[config.mk]
export PLATFORM = sky130hd
export DESIGN_NAME = router_fsm_ctrl_flat
export DESIGN_NICKNAME = d
export VERILOG_FILES = /design/src/rtl/router_fsm_ctrl_if.sv /design/src/rtl/router_fsm_ctrl.sv /design/src/flat_wrapper.sv
export SDC_FILE = /design/constraint.sdc
export NUM_CORES = 1
export LEC_CHECK = 0
export ABC_CLOCK_PERIOD_IN_PS = 2000
export BUFFER_PORTS_ARGS = -buffer_cell sky130_fd_sc_hd__buf_2
export CAP_MARGIN = 20
export CELL_PAD_IN_SITES_DETAIL_PLACEMENT = 1
export CELL_PAD_IN_SITES_GLOBAL_PLACEMENT = 1
export CORE_MARGIN = 2
export CORE_UTILIZATION = 28
export CTS_CLUSTER_SIZE = 20
export DETAILED_ROUTE_END_ITERATION = 6
export PLACE_DENSITY_LB_ADDON = 0.1
export SLEW_MARGIN = 20
export SYNTH_ARGS = -nofsm -noshare
export SYNTH_HDL_FRONTEND = slang
export SYNTH_SLANG_ARGS = --single-unit
[constraint.sdc]
create_clock -name clock -period 2 [get_ports clock]
set_input_delay 0.1 -clock clock [delete_from_list [all_inputs] [get_ports clock]]
set_output_delay 0.1 -clock clock [all_outputs]
set_load 0.02 [all_outputs]
[src/rtl/router_fsm_ctrl_if.sv]
// rtl/router_fsm_ctrl_if.sv - handshake/status bundle between the router blocks and the packet controller
interface router_fsm_ctrl_if #(
    parameter int NUM_DEST = 3,
    parameter int ADDR_W   = 2
);
    logic                pkt_valid;
    logic [ADDR_W-1:0]   data_in;
    logic                fifo_full;
    logic [NUM_DEST-1:0] fifo_empty;
    logic [NUM_DEST-1:0] soft_reset;
    logic                parity_done;
    logic                low_pkt_valid;

    logic                busy;
    logic                detect_add;
    logic                lfd_state;
    logic                ld_state;
    logic                laf_state;
    logic                full_state;
    logic                write_enb_reg;
    logic                rst_int_reg;
    logic [ADDR_W-1:0]   dest_addr;

    modport master (
        output pkt_valid, data_in, fifo_full, fifo_empty, soft_reset, parity_done, low_pkt_valid,
        input  busy, detect_add, lfd_state, ld_state, laf_state, full_state,
               write_enb_reg, rst_int_reg, dest_addr
    );

    modport slave (
        input  pkt_valid, data_in, fifo_full, fifo_empty, soft_reset, parity_done, low_pkt_valid,
        output busy, detect_add, lfd_state, ld_state, laf_state, full_state,
               write_enb_reg, rst_int_reg, dest_addr
    );
endinterface

[src/rtl/router_fsm_ctrl.sv]
// rtl/router_fsm_ctrl.sv - packet-sequencing controller for the 1x3 router
module router_fsm_ctrl #(
    parameter int NUM_DEST = 3,
    parameter int ADDR_W   = 2
) (
    input  logic             clock,
    input  logic             rst,
    router_fsm_ctrl_if.slave bus
);

    typedef enum logic [2:0] {
        DECODE_ADDRESS,
        LOAD_FIRST_DATA,
        LOAD_DATA,
        LOAD_PARITY,
        FIFO_FULL_STATE,
        LOAD_AFTER_FULL,
        WAIT_TILL_EMPTY,
        CHECK_PARITY_ERROR
    } state_t;

    state_t            state;
    state_t            next_state;
    logic [ADDR_W-1:0] dest_addr;
    logic              addr_ok;

    assign addr_ok = (int'(bus.data_in) < NUM_DEST);

    always_ff @(posedge clock) begin
        if (rst) begin
            state     <= DECODE_ADDRESS;
            dest_addr <= '0;
        end else begin
            state <= next_state;
            if (state == DECODE_ADDRESS && bus.pkt_valid && addr_ok)
                dest_addr <= bus.data_in;
        end
    end

    // A destination timeout aborts any in-flight packet; in decode there is nothing to abort.
    always_comb begin
        next_state = state;
        if (state != DECODE_ADDRESS && bus.soft_reset[dest_addr]) begin
            next_state = DECODE_ADDRESS;
        end else begin
            case (state)
                DECODE_ADDRESS: begin
                    if (bus.pkt_valid && addr_ok)
                        next_state = bus.fifo_empty[bus.data_in] ? LOAD_FIRST_DATA : WAIT_TILL_EMPTY;
                end
                LOAD_FIRST_DATA: next_state = LOAD_DATA;
                LOAD_DATA: begin
                    if (bus.fifo_full)       next_state = FIFO_FULL_STATE;
                    else if (!bus.pkt_valid) next_state = LOAD_PARITY;
                end
                FIFO_FULL_STATE: begin
                    if (!bus.fifo_full) next_state = LOAD_AFTER_FULL;
                end
                LOAD_AFTER_FULL: begin
                    if (bus.parity_done)        next_state = DECODE_ADDRESS;
                    else if (bus.low_pkt_valid) next_state = LOAD_PARITY;
                    else                        next_state = LOAD_DATA;
                end
                LOAD_PARITY: next_state = CHECK_PARITY_ERROR;
                CHECK_PARITY_ERROR: next_state = bus.fifo_full ? FIFO_FULL_STATE : DECODE_ADDRESS;
                WAIT_TILL_EMPTY: begin
                    if (bus.fifo_empty[dest_addr]) next_state = LOAD_FIRST_DATA;
                end
                default: next_state = DECODE_ADDRESS;
            endcase
        end
    end

    assign bus.detect_add    = (state == DECODE_ADDRESS);
    assign bus.lfd_state     = (state == LOAD_FIRST_DATA);
    assign bus.ld_state      = (state == LOAD_DATA);
    assign bus.laf_state     = (state == LOAD_AFTER_FULL);
    assign bus.full_state    = (state == FIFO_FULL_STATE);
    assign bus.rst_int_reg   = (state == CHECK_PARITY_ERROR);
    assign bus.busy          = (state != DECODE_ADDRESS) && (state != LOAD_DATA);
    assign bus.write_enb_reg = (state == LOAD_DATA) || (state == LOAD_PARITY) ||
                               (state == LOAD_AFTER_FULL);
    assign bus.dest_addr     = dest_addr;

endmodule
[src/flat_wrapper.sv]
// flat-port wrapper written by rule: the top's interface ports become plain ports
module router_fsm_ctrl_flat 
#(
    parameter int NUM_DEST = 3,
    parameter int ADDR_W   = 2
)
  (clock, rst, bus_pkt_valid, bus_data_in, bus_fifo_full, bus_fifo_empty, bus_soft_reset, bus_parity_done, bus_low_pkt_valid, bus_busy, bus_detect_add, bus_lfd_state, bus_ld_state, bus_laf_state, bus_full_state, bus_write_enb_reg, bus_rst_int_reg, bus_dest_addr);
  router_fsm_ctrl_if #(.NUM_DEST(NUM_DEST), .ADDR_W(ADDR_W)) bus_i ();
  input  logic clock;
  input  logic rst;
  input wire logic [$bits(bus_i.pkt_valid)-1:0] bus_pkt_valid;
  input wire logic [$bits(bus_i.data_in)-1:0] bus_data_in;
  input wire logic [$bits(bus_i.fifo_full)-1:0] bus_fifo_full;
  input wire logic [$bits(bus_i.fifo_empty)-1:0] bus_fifo_empty;
  input wire logic [$bits(bus_i.soft_reset)-1:0] bus_soft_reset;
  input wire logic [$bits(bus_i.parity_done)-1:0] bus_parity_done;
  input wire logic [$bits(bus_i.low_pkt_valid)-1:0] bus_low_pkt_valid;
  output wire logic [$bits(bus_i.busy)-1:0] bus_busy;
  output wire logic [$bits(bus_i.detect_add)-1:0] bus_detect_add;
  output wire logic [$bits(bus_i.lfd_state)-1:0] bus_lfd_state;
  output wire logic [$bits(bus_i.ld_state)-1:0] bus_ld_state;
  output wire logic [$bits(bus_i.laf_state)-1:0] bus_laf_state;
  output wire logic [$bits(bus_i.full_state)-1:0] bus_full_state;
  output wire logic [$bits(bus_i.write_enb_reg)-1:0] bus_write_enb_reg;
  output wire logic [$bits(bus_i.rst_int_reg)-1:0] bus_rst_int_reg;
  output wire logic [$bits(bus_i.dest_addr)-1:0] bus_dest_addr;
  assign bus_i.pkt_valid = bus_pkt_valid;
  assign bus_i.data_in = bus_data_in;
  assign bus_i.fifo_full = bus_fifo_full;
  assign bus_i.fifo_empty = bus_fifo_empty;
  assign bus_i.soft_reset = bus_soft_reset;
  assign bus_i.parity_done = bus_parity_done;
  assign bus_i.low_pkt_valid = bus_low_pkt_valid;
  assign bus_busy = bus_i.busy;
  assign bus_detect_add = bus_i.detect_add;
  assign bus_lfd_state = bus_i.lfd_state;
  assign bus_ld_state = bus_i.ld_state;
  assign bus_laf_state = bus_i.laf_state;
  assign bus_full_state = bus_i.full_state;
  assign bus_write_enb_reg = bus_i.write_enb_reg;
  assign bus_rst_int_reg = bus_i.rst_int_reg;
  assign bus_dest_addr = bus_i.dest_addr;
  router_fsm_ctrl #(.NUM_DEST(NUM_DEST), .ADDR_W(ADDR_W)) u_core (.clock(clock), .rst(rst), .bus(bus_i));
endmodule
### Word level (Yosys, flattened, before mapping)

Index checks and enable logic that the tools add are counted.
Widths: inputs -> output; s select.

* output and inout bits: 10
* input bits: 14
* logic and storage cells: 44
* register bits after elaboration: 5

* muxes and demuxes: 16
* eq/ne operators: 12
* reductions and logical operators: 11
* $lt $le $gt $ge: 3

Operator list (number)
* $mux 3: 8
* $pmux 3 s8: 1
* $eq 3x3->1 const B: 4
* $bmux 1 s2: 3
* $eq 3x2->1 const B: 2
* $lt 2x3->1 const B: 2
* $logic_and 1x1->1: 5
* $mux 1: 4
* $ne 2x1->1 const B: 2
* $reduce_and 4->1: 1
* $eq 3x1->1 const B: 1
* $logic_not 3->1: 1
* $ne 3x2->1 const B: 1
* $ne 3x3->1 const B: 1
* $reduce_bool 3->1: 1
* $logic_or 1x1->1: 2
* $lt 2x2->1 const B: 1
* $ne 2x2->1 const B: 1
* $reduce_or 2->1: 1

### Logic depth before layout (Yosys ltp)

Gate-level depths: netlist of the first run.

* depth in word-level cells: 5
* mapped depth: 6
* gate-level depth less buffers: 5

### Worst setup path after synthesis of the first run

Ideal clock, no wire load.

* kind: flip-flop to flip-flop
* from: reg u_core.state[1]
* to: reg u_core.state[0]
* path slack: 0.280 ns
* clock period less this slack: 1.720 ns
* setup time: 0.116 ns
* stages on the path, launching flop included: 6
* required time: 1.884 ns
* arrival: 1.604 ns
* buffers on the path: 1
* path through: dfxtp_1 buf_2 nor3b_1 nand3_1 o2111ai_2 and3b_1

* cells in the longest elaborated chain, start to end: 3
* elaborated cells between the ends (all ways): 17
* classes of those cells: eq/ne (11); mux (1); reduce/logical (5)

RTL lines
* start: declaration: RTL line router_fsm_ctrl.sv:22 `state_t state;`
* start signal: assignment: RTL line router_fsm_ctrl.sv:34 `state <= next_state;`
* $eq 3x2->1 (*)
* named net bus_ld_state: RTL line flat_wrapper.sv:21 `output wire logic [$bits(bus_i.ld_state)-1:0] bus_ld_state;`
* $ne 3x3->1 (no line)
* $reduce_and 4->1 (no line)

The timed path passes the listed nets; every way through them passes the cells marked *.
A chain may end at the register's enable or synchronous reset.

### Worst setup path in the final report of the first run

* from: reg u_core.state[0]
* to: reg u_core.state[2]

* cells in the longest elaborated chain, start to end: 3
* elaborated cells between the ends (all ways): 17
* classes of those cells: eq/ne (11); mux (1); reduce/logical (5)

RTL lines
* $eq 3x2->1, or another cell as far along: RTL line router_fsm_ctrl.sv:46 `case (state)`
* $ne 3x3->1 (no line), or another cell as far along
* $reduce_and 4->1 (no line) or $reduce_or 2->1 (tied branches)

Several ways; a longest one is shown, not always the timed one.

==> flow_metrics.tcl, run 1 <==
set metrics [dict create \
    status "complete, no violations" \
    min_period_over_period 0.814 \
    power.density_nw_per_um2 1360 \
    fin_worst_skew_ns 0.00411 \
    grt_max_degree 11 \
    tightestPinTransition_ns 0.400 \
    fill_cells 204 \
    antenna_found_initial 0 \
    pwr-share-comb 0.590 \
    cp_top_family "compound AO/OA/AOI/OAI gates" \
    seq_area_um2 100 \
    path_cells "or3_4 > inv_1 > a22oi_1 > o2111ai_2 > o2111a_1" \
    critPathKind "flip-flop to flip-flop" \
    cp_max_fo 10 \
    overflow 0 \
    synthDistinctLibCells 31 \
    cts-htree-levels 1 \
    first_global_vias 432 \
    clock-sinks 5 \
    wl_per_cell_um 12.9 \
    hold-path-cell-count 2 \
    reg2reg_to "u_core.state[2]$_SDFFE_PP0P_" \
    drive_above_1_share 0.447 \
    cap_violations 0 \
    die_area_um2 1840 \
    syn_inst 51 \
    num_rows 14 \
    r2r_slack_ns 0.37 \
    drt_iter0_drc 6 \
    ys_ff_latch 5 \
    p_int_uw 408 \
    required_ns 2.13 \
    antenna_cells 0 \
    worstPathArrival_ns 1.75 \
    grt_pass1_wl_um 1900 \
    first_pass_iters 2 \
    relSlewSlack 0.733 \
    hpwl_um 950 \
    gp_congestion 0.764 \
    yosys_warnings 0 \
    p_leak_uw 0.000285 \
    final.setup.tns_ns 0 \
    cts_buffer_depth 2 \
    seq_power_share 0.262 \
    clkTransAtPathRegs_ns 0.05 \
    finalHoldViolations 0 \
    r2r-start "u_core.state[0]$_SDFFE_PP0P_" \
    initial_core_util 0.291 \
    drv_slew 0 \
    syn_avg_cell_area_um2 8.29 \
    ff2ff_path_depth 5 \
    cts_made_buffers 3 \
    drcViolationCount 0 \
    p_clk_frac 0.148 \
    die_w_um 42.9 \
    clk_latency_ns 0.24 \
    cts_setup_buffers 0 \
    startpoint_type "flip-flop" \
    vdd_drop_max_mv 0.584 \
    multi_input_area_um2 302 \
    cp.buffers_inverters 1 \
    ant_nets 0 \
    end_kind "flip-flop" \
    switchingPower_uw 371 \
    min_period_ns 1.63 \
    holdWs_ns 0.0616 \
    max_freq_mhz 614 \
    vias 493 \
    gr-usage-all-layers 0.139 \
    synthesis.area_um2 423 \
    die_h_um 42.9 \
    via_per_inst 5.36 \
    holdPathEnd "u_core.bus.dest_addr[1]$_SDFFE_PP0P_" \
    hold_start "rst" \
    cts_tree "done" \
    nNetsFinal 91 \
    cts-root-buf "clkbuf_4" \
    wl_um 1180 \
    setup-violations-final 0 \
    slowest_stage "dfxtp_1" \
    syn_nets 65 \
    core_area_um2 1450 \
    fin_util 0.395 \
    portBuffers 23 \
    num_io_pins 24 \
    p_sw_frac 0.476 \
    postCtsResizedCells 0 \
    holdCritPathClass "input pin to flip-flop" \
    cts_hold_buf 0 \
    area_growth_pct 35.8 \
    max_stage_delay_ns 0.50 \
    seq_area_frac_synth 0.237 \
    rsz0062_at_grt "false" \
]
-- layout make-up --
cell class | instances | area share
Multi-Input combinational cell | 41 | 0.525
Timing Repair Buffer | 23 | 0.200
Sequential cell | 5 | 0.174
Clock buffer | 4 | 0.0458
Tap cell | 16 | 0.0349
Inverter | 3 | 0.0196
-- cells in the mapped netlist --
library cell / number / area (um2)
dfxtp_1: 5 / 100
nor2_1: 4 / 15.0
mux2i_1: 3 / 30.0
nand2_1: 3 / 11.3
nor3b_1: 3 / 22.5
o21ai_0: 3 / 15.0
a21oi_1: 2 / 10.0
buf_2: 2 / 10.0
inv_1: 2 / 7.51
nand3b_1: 2 / 15.0
nor3_1: 2 / 10.0
a21bo_2: 1 / 10.0
a21o_1: 1 / 7.51
a22oi_1: 1 / 7.51
a32oi_1: 1 / 8.76
and3_2: 1 / 7.51
and3b_1: 1 / 8.76
and3b_2: 1 / 10.0
inv_2: 1 / 3.75
maj3_1: 1 / 10.0
nand2b_1: 1 / 6.26
nand3_1: 1 / 5.00
nor3b_2: 1 / 12.5
o2111a_1: 1 / 11.3
o2111ai_2: 1 / 15.0
o211a_1: 1 / 10.0
o221ai_1: 1 / 8.76
o22ai_1: 1 / 6.26
or2_2: 1 / 6.26
or3_4: 1 / 11.3
or4b_1: 1 / 10.0
-- per-layer routing --
layer,part of all wire,global-route usage
met5,0,0
met4,0,0.0750
met3,0.079,0.0468
met2,0.48,0.206
met1,0.45,0.175
-- placed cells by master, fill, tap and decap left out, types with 2 or more instances in the layout --
master / n
dfxtp_1: 5
inv_1: 2
nand3b_1: 2
o21ai_0: 3
buf_2: 23
nor3b_1: 3
clkbuf_4: 3
nand2_1: 3
a21oi_1: 2
nor3_1: 2
nor2_1: 4
mux2i_1: 3
-- logic make-up after synthesis --
logic type      share of synthesized area
simple gates                        0.358
compound gates                      0.260
buf+inv                            0.0503
flops                               0.237
mux                                0.0710
fa+ha+maj                          0.0237
-- flip-flops by register name (all words and copies together), names as in the netlist --
name / count
u_core.bus.dest_addr: 2
u_core.state: 3
-- power groups by stage --
| stage | combinational [uW] | sequential (uW) | clock (uW) |
|---|---|---|---|
| 3_3_place_gp | 463 | 206 | 0 |
| 3_5_place_dp | 463 | 206 | 0 |
| 4_1_cts | 465 | 204 | 122 |
| 6_report | 459 | 204 | 115 |
| 5_1_grt | 507 | 215 | 130 |
| 2_1_floorplan | 368 | 170 | 0 |
-- worst max-delay path by stage --
stage                                  from                      endpoint  cells after the start
6_report       u_core.state[0]$_SDFFE_PP0P_  u_core.state[2]$_SDFFE_PP0P_                      5
3_3_place_gp   u_core.state[1]$_SDFFE_PP0P_  u_core.state[2]$_SDFFE_PP0P_                      5
4_1_cts        u_core.state[0]$_SDFFE_PP0P_  u_core.state[2]$_SDFFE_PP0P_                      5
5_1_grt        u_core.state[0]$_SDFFE_PP0P_  u_core.state[2]$_SDFFE_PP0P_                      5
2_1_floorplan  u_core.state[1]$_SDFFE_PP0P_  u_core.state[0]$_SDFFE_PP0P_                      5
3_5_place_dp   u_core.state[1]$_SDFFE_PP0P_  u_core.state[2]$_SDFFE_PP0P_                      5
-- metrics by stage --
stage / setup WS (ns) / power (uW) / cells / area (um2)
after floorplan: 0.280 / 538 / 51 / 423
after global placement: 0.386 / 669 / 88 / 548
after detailed placement: 0.394 / 668 / 88 / 548
after CTS: 0.379 / 792 / 92 / 574
after global routing: 0.245 / 852 / 92 / 574
final: 0.372 / 779 / 92 / 574
(Power assumes the default switching activity.)
==> run 2: changes to the inputs <==
- ABC_AREA: default -> 1
- ABC_CLOCK_PERIOD_IN_PS: 2000 -> 1600
- CORE_ASPECT_RATIO: default -> 0.8
- CORE_UTILIZATION: 28 -> 29
- clock period: 2 -> 1.6 ns (I/O delays scaled with it)
==> run 2 against run 1 <==
Final area increased by 24%. Global-route usage increased by 0.52 points. Power increased by 49%. Die area increased by 26%. Area after synthesis increased by 33%. Clock skew decreased by 0.00095 ns. Critical path depth decreased by 1. Synthesized cell count increased by 84%. Setup slack got worse by 0.24 ns. Combinational power increased by 70%. Count of clock-buffer cells in the layout unchanged. Register-to-register slack got worse by 0.19 ns. Largest cell class unchanged. Largest power group unchanged.
==> flow_metrics.tcl, run 2 <==
set metrics [dict create \
    vias 661 \
    syn_nets 108 \
    first_global_vias 557 \
    area_growth_pct 26.4 \
    startpoint_type "flip-flop" \
    vdd_drop_max_mv 0.790 \
    cts-htree-levels 1 \
    ys_ff_latch 5 \
    initial_core_util 0.303 \
    yosys_warnings 0 \
    end_kind "primary output" \
    wl_um 1560 \
    synth_commonest_cells "19 x nand2_1, 13 x nand3_1, 11 x inv_1, 11 x nor2_1" \
    synthDominantCellAreaShare 0.178 \
    core_area_um2 1860 \
    power.density_nw_per_um2 1630 \
    slowest_stage "dfxtp_1" \
    netlist_top_cells_area "dfxtp_1 18%, nand2_1 13%, nand3_1 12%" \
    synth_ff_type "dfxtp_1" \
    clkTransAtPathRegs_ns 0.05 \
    holdCritPathClass "input pin to flip-flop" \
    synthesis.area_um2 563 \
    clk_latency_ns 0.24 \
    syn_avg_cell_area_um2 5.99 \
    largest_register_ffs 3 \
    antenna_cells 0 \
    required_ns 1.52 \
    cts_made_buffers 3 \
    synthDistinctLibCells 19 \
    cts-root-buf "clkbuf_4" \
    num_io_pins 24 \
    grt_pass1_wl_um 2440 \
    die_w_um 53.3 \
    cts_setup_buffers 0 \
    via_per_inst 4.62 \
    worstPathArrival_ns 1.39 \
    cts_buffer_depth 2 \
    rsz0062_at_grt "false" \
    critPathKind "flip-flop to primary output" \
    hpwl_um 1370 \
    relSlewSlack 0.676 \
    total_power_uw 1160 \
    clock-sinks 5 \
    drive_above_1_share 0.387 \
    yosysMostFrequentCell "nand2_1" \
    syn_inst 94 \
    layout_commonest_cell "buf_2" \
    drt_iter0_drc 7 \
    drv_slew 0 \
    die_area_um2 2310 \
    gr-usage-all-layers 0.144 \
    path_cells "inv_1 > nand3_1 > o21ai_0 > buf_2" \
    setup-violations-final 0 \
    gp_congestion 0.820 \
    layout_common_cells "23 x buf_2, 19 x nand2_1, 13 x nand3_1" \
    cp.buffers_inverters 2 \
    antenna_found_initial 0 \
    finalHoldViolations 0 \
    grt_max_degree 10 \
    fill_cells 261 \
    status "complete, no violations" \
    cts_tree "done" \
    postCtsResizedCells 0 \
    regMostFlops "u_core.state" \
    min_period_ns 1.47 \
    reg_top3 "u_core.state (3), u_core.bus.dest_addr (2)" \
    portBuffers 23 \
    tightestPinTransition_ns 0.485 \
    seq_area_frac_synth 0.178 \
    num_rows 14 \
    drcViolationCount 0 \
    overflow 0 \
    cp_top_family "flip-flops" \
    p_leak_uw 0.000405 \
    fin_worst_skew_ns 0.00316 \
    cp_max_fo 9 \
    wl_per_cell_um 10.9 \
    ant_nets 0 \
    nNetsFinal 134 \
    min_period_over_period 0.920 \
    final.setup.tns_ns 0 \
    cts_hold_buf 0 \
    first_pass_iters 4 \
    synth-edff-count 0 \
    die_h_um 43.4 \
    max_freq_mhz 679 \
    synth_top_area_cell "dfxtp_1" \
    cap_violations 0 \
    max_stage_delay_ns 0.61 \
    async_flop_share 0 \
]
-- run 2: changes by cell type after synthesis, sizes merged, moves of 2 or more --
cell,delta
nor2,+13
o21ai,+2
and3b,-2
a21oi,+4
mux2i,-3
inv,+14
nor3b,-4
nand3,+13
nand2,+21
-- run 2: layout make-up --
type	count	area, um2	area share
flip-flops and latches	5	100	0.141
multi-input cells	69	369	0.518
clock buffers	4	26.3	0.0369
repair buffers	24	123	0.172
well taps	24	30.0	0.0422
inverters	17	63.8	0.0896
-- run 2: per-layer routing --
layer | track usage | vias up | routed length [um]
li1 | - | 344 | -
met1 | 0.229 | 306 | 889
met2 | 0.205 | 9 | 628
met3 | 0.0103 | 2 | 31
met4 | 0.0462 | 0 | 10
met5 | 0 | - | 0
-- run 2: tightest hold or removal path: cells and delay by family --
kind | cells | cell delay [ns]
AND/OR/NAND/NOR | 2 | 0.12
buffers and inverters | 2 | 0.13
-- run 2: kinds of logic (layout without fill, tap and decap cells) --
kind of cell | count (synthesis) | after routing | synth area share
compound gates | 12 | 12 | 0.118
flops | 5 | 5 | 0.178
buf+inv | 20 | 45 | 0.167
simple gates | 57 | 57 | 0.538
-- run 2: stage by stage --
stage	instance area (um2)	hold WS [ns]	utilization	cells	setup slack, ns
after floorplan	563	0.263	-	94	0.462
after CTS	712	0.134	0.383	143	0.124
after detailed placement	686	0.388	0.369	139	0.188
final	712	0.134	0.383	143	0.128
after global placement	686	0.369	0.369	139	0.182
after global routing	712	0.170	0.383	143	0.0356
-- run 2: worst paths after layout --
path	startpoint	to	slack, ns	cells after the start
setup / recovery	u_core.state[1]$_SDFFE_PP0P_	bus_write_enb_reg	0.13	4
hold reg to reg	u_core.bus.dest_addr[1]$_SDFFE_PP0P_	u_core.bus.dest_addr[1]$_SDFFE_PP0P_	0.58	2
hold / removal	rst	u_core.state[1]$_SDFFE_PP0P_	0.13	4
setup reg to reg	u_core.state[1]$_SDFFE_PP0P_	u_core.state[1]$_SDFFE_PP0P_	0.18	7
-- run 2: report_power, final --
part	internal, uW	switching [uW]	total (uW)
registers	165	68.7	234
clock network	94.3	51.9	146
logic	276	504	779
total	536	624	1160
==> run 3: changes to the inputs <==
- SETUP_SLACK_MARGIN: default -> 0.2
==> run 3 against run 2 <==
Sequential power rose by 2%. Power rose by 0.34%. Maximum frequency rose by 15%. First-iteration DRC count did not move. Largest cell class unchanged.
==> flow_metrics.tcl, run 3 (synthesized netlist as in run 2, its figures left out) <==
set metrics [dict create \
    die_h_um 43.4 \
    die_area_um2 2310 \
    min_period_ns 1.28 \
    via_per_inst 4.62 \
    first_global_vias 557 \
    seq_power_share 0.204 \
    vias 661 \
    core_area_um2 1860 \
    nNetsFinal 134 \
    initial_core_util 0.303 \
    reg2reg_to "u_core.state[1]$_SDFFE_PP0P_" \
    antenna_found_initial 0 \
    gr-usage-all-layers 0.144 \
    cts_setup_buffers 0 \
    fin_util 0.385 \
    relSlewSlack 0.824 \
    antenna_cells 0 \
    largest_register_ffs 3 \
    switchingPower_uw 624 \
    p_leak_uw 0.000406 \
    hold_start "rst" \
    hpwl_um 1370 \
    worstPathArrival_ns 1.20 \
    clock-sinks 5 \
    holdCritPathClass "input pin to flip-flop" \
    cap_violations 0 \
    final.setup.tns_ns 0 \
    fin_worst_skew_ns 0.00316 \
    cts_made_buffers 3 \
    total_power_uw 1160 \
    hold-path-cell-count 4 \
    slowest_stage "dfxtp_2" \
    multi_input_area_um2 369 \
    critPathKind "flip-flop to primary output" \
    r2r-start "u_core.state[1]$_SDFFE_PP0P_" \
    tightestPinTransition_ns 0.264 \
    cts_hold_buf 0 \
    die_w_um 53.3 \
    holdWs_ns 0.126 \
    grt_max_degree 10 \
    portBuffers 23 \
    drive_above_1_share 0.403 \
    power.density_nw_per_um2 1630 \
    setup-violations-final 0 \
    gp_congestion 0.820 \
    vdd_drop_max_mv 0.802 \
    cts_buffer_depth 2 \
    dp_slack_ns 0.188 \
    num_io_pins 24 \
    startpoint_type "flip-flop" \
    drv_slew 0 \
    rsz0062_at_grt "false" \
    cts-root-buf "clkbuf_4" \
    max_freq_mhz 784 \
    status "complete, no violations" \
    seq_area_um2 103 \
    end_kind "primary output" \
    ff2ff_path_depth 7 \
    p_clk_frac 0.126 \
    reg_top3 "u_core.state (3), u_core.bus.dest_addr (2)" \
    num_rows 14 \
    cp_max_fo 9 \
    area_growth_pct 26.9 \
    clk_latency_ns 0.24 \
    p_int_uw 539 \
    pwr-share-comb 0.670 \
    overflow 0 \
    setup_ws_ns 0.324 \
    min_period_over_period 0.798 \
    fill_cells 260 \
    cts_tree "done" \
    r2r_slack_ns 0.37 \
    finalHoldViolations 0 \
    drcViolationCount 0 \
    cts-htree-levels 1 \
    path_cells "inv_1 > o21ai_0 > buf_2" \
    grt_pass1_wl_um 2440 \
    layout_commonest_cell "buf_2" \
    regMostFlops "u_core.state" \
    clkTransAtPathRegs_ns 0.05 \
    drt_iter0_drc 7 \
    required_ns 1.52 \
    cp.buffers_inverters 2 \
    p_sw_frac 0.536 \
    max_stage_delay_ns 0.48 \
    wl_um 1560 \
    ant_nets 0 \
    cp_top_family "flip-flops" \
    first_pass_iters 4 \
    wl_per_cell_um 10.9 \
    layout_common_cells "23 x buf_2, 19 x nand2_1, 13 x nand3_1" \
    holdPathEnd "u_core.state[1]$_SDFFE_PP0P_" \
]
[run 3: cell counts in the layout (fill, tap and decap cells not counted)]
Identical to the previous run, type by type.
[run 3: tightest hold or removal path, delay by kind of cell]
kind / cells / cell delay [ns]
buffers and inverters: 2 / 0.13
and+or+nand+nor: 2 / 0.12
[run 3: cell type report]
cell class                 instances  area share
inverter                          17      0.0893
multi-input combinational         69       0.517
clock buffer                       4      0.0368
timing repair buffer              24       0.172
tap                               24      0.0420
sequential                         5       0.144
[run 3: per-stage QoR]
step                instances  instance area (um2)
floorplan                  94                  563
finish                    143                  714
detailed placement        139                  686
global route              143                  714
CTS                       143                  713
global placement          139                  686
[run 3: repair_timing]
item / in CTS / in global routing
endpoints found under the setup margin: 2 / 3
gates resized for setup: 1 / 1
endpoints found under the hold margin: 0 / 0
[run 3: metal layers]
layer,up-vias,GRT usage,share of wire
met5,-,0,0
met4,0,0.0462,0.0064
met3,2,0.0103,0.020
met2,9,0.205,0.40
met1,306,0.229,0.57
li1,344,-,-
[run 3: worst max-delay path by stage]
stage / start / end / slack [ns] / cells after the start
6_report: u_core.state[1]$_SDFFE_PP0P_ / bus_write_enb_reg / 0.32 / 3
5_1_grt: u_core.state[1]$_SDFFE_PP0P_ / bus_write_enb_reg / 0.24 / 3
4_1_cts: u_core.state[2]$_SDFFE_PP0P_ / bus_write_enb_reg / 0.26 / 3
3_5_place_dp: u_core.state[1]$_SDFFE_PP0P_ / u_core.state[1]$_SDFFE_PP0P_ / 0.19 / 7
3_3_place_gp: u_core.state[1]$_SDFFE_PP0P_ / u_core.state[1]$_SDFFE_PP0P_ / 0.18 / 7
2_1_floorplan: u_core.state[0]$_SDFFE_PP0P_ / u_core.bus.dest_addr[0]$_SDFFE_PP0P_ / 0.46 / 7
[run 3: power by group through the flow]
stage               clock network (uW)  registers [uW]  logic [uW]
finish                             146             238         780
global route                       158             243         860
CTS                                151             236         789
detailed placement                   0             236         785
global placement                     0             235         775
floorplan                            0             205         641
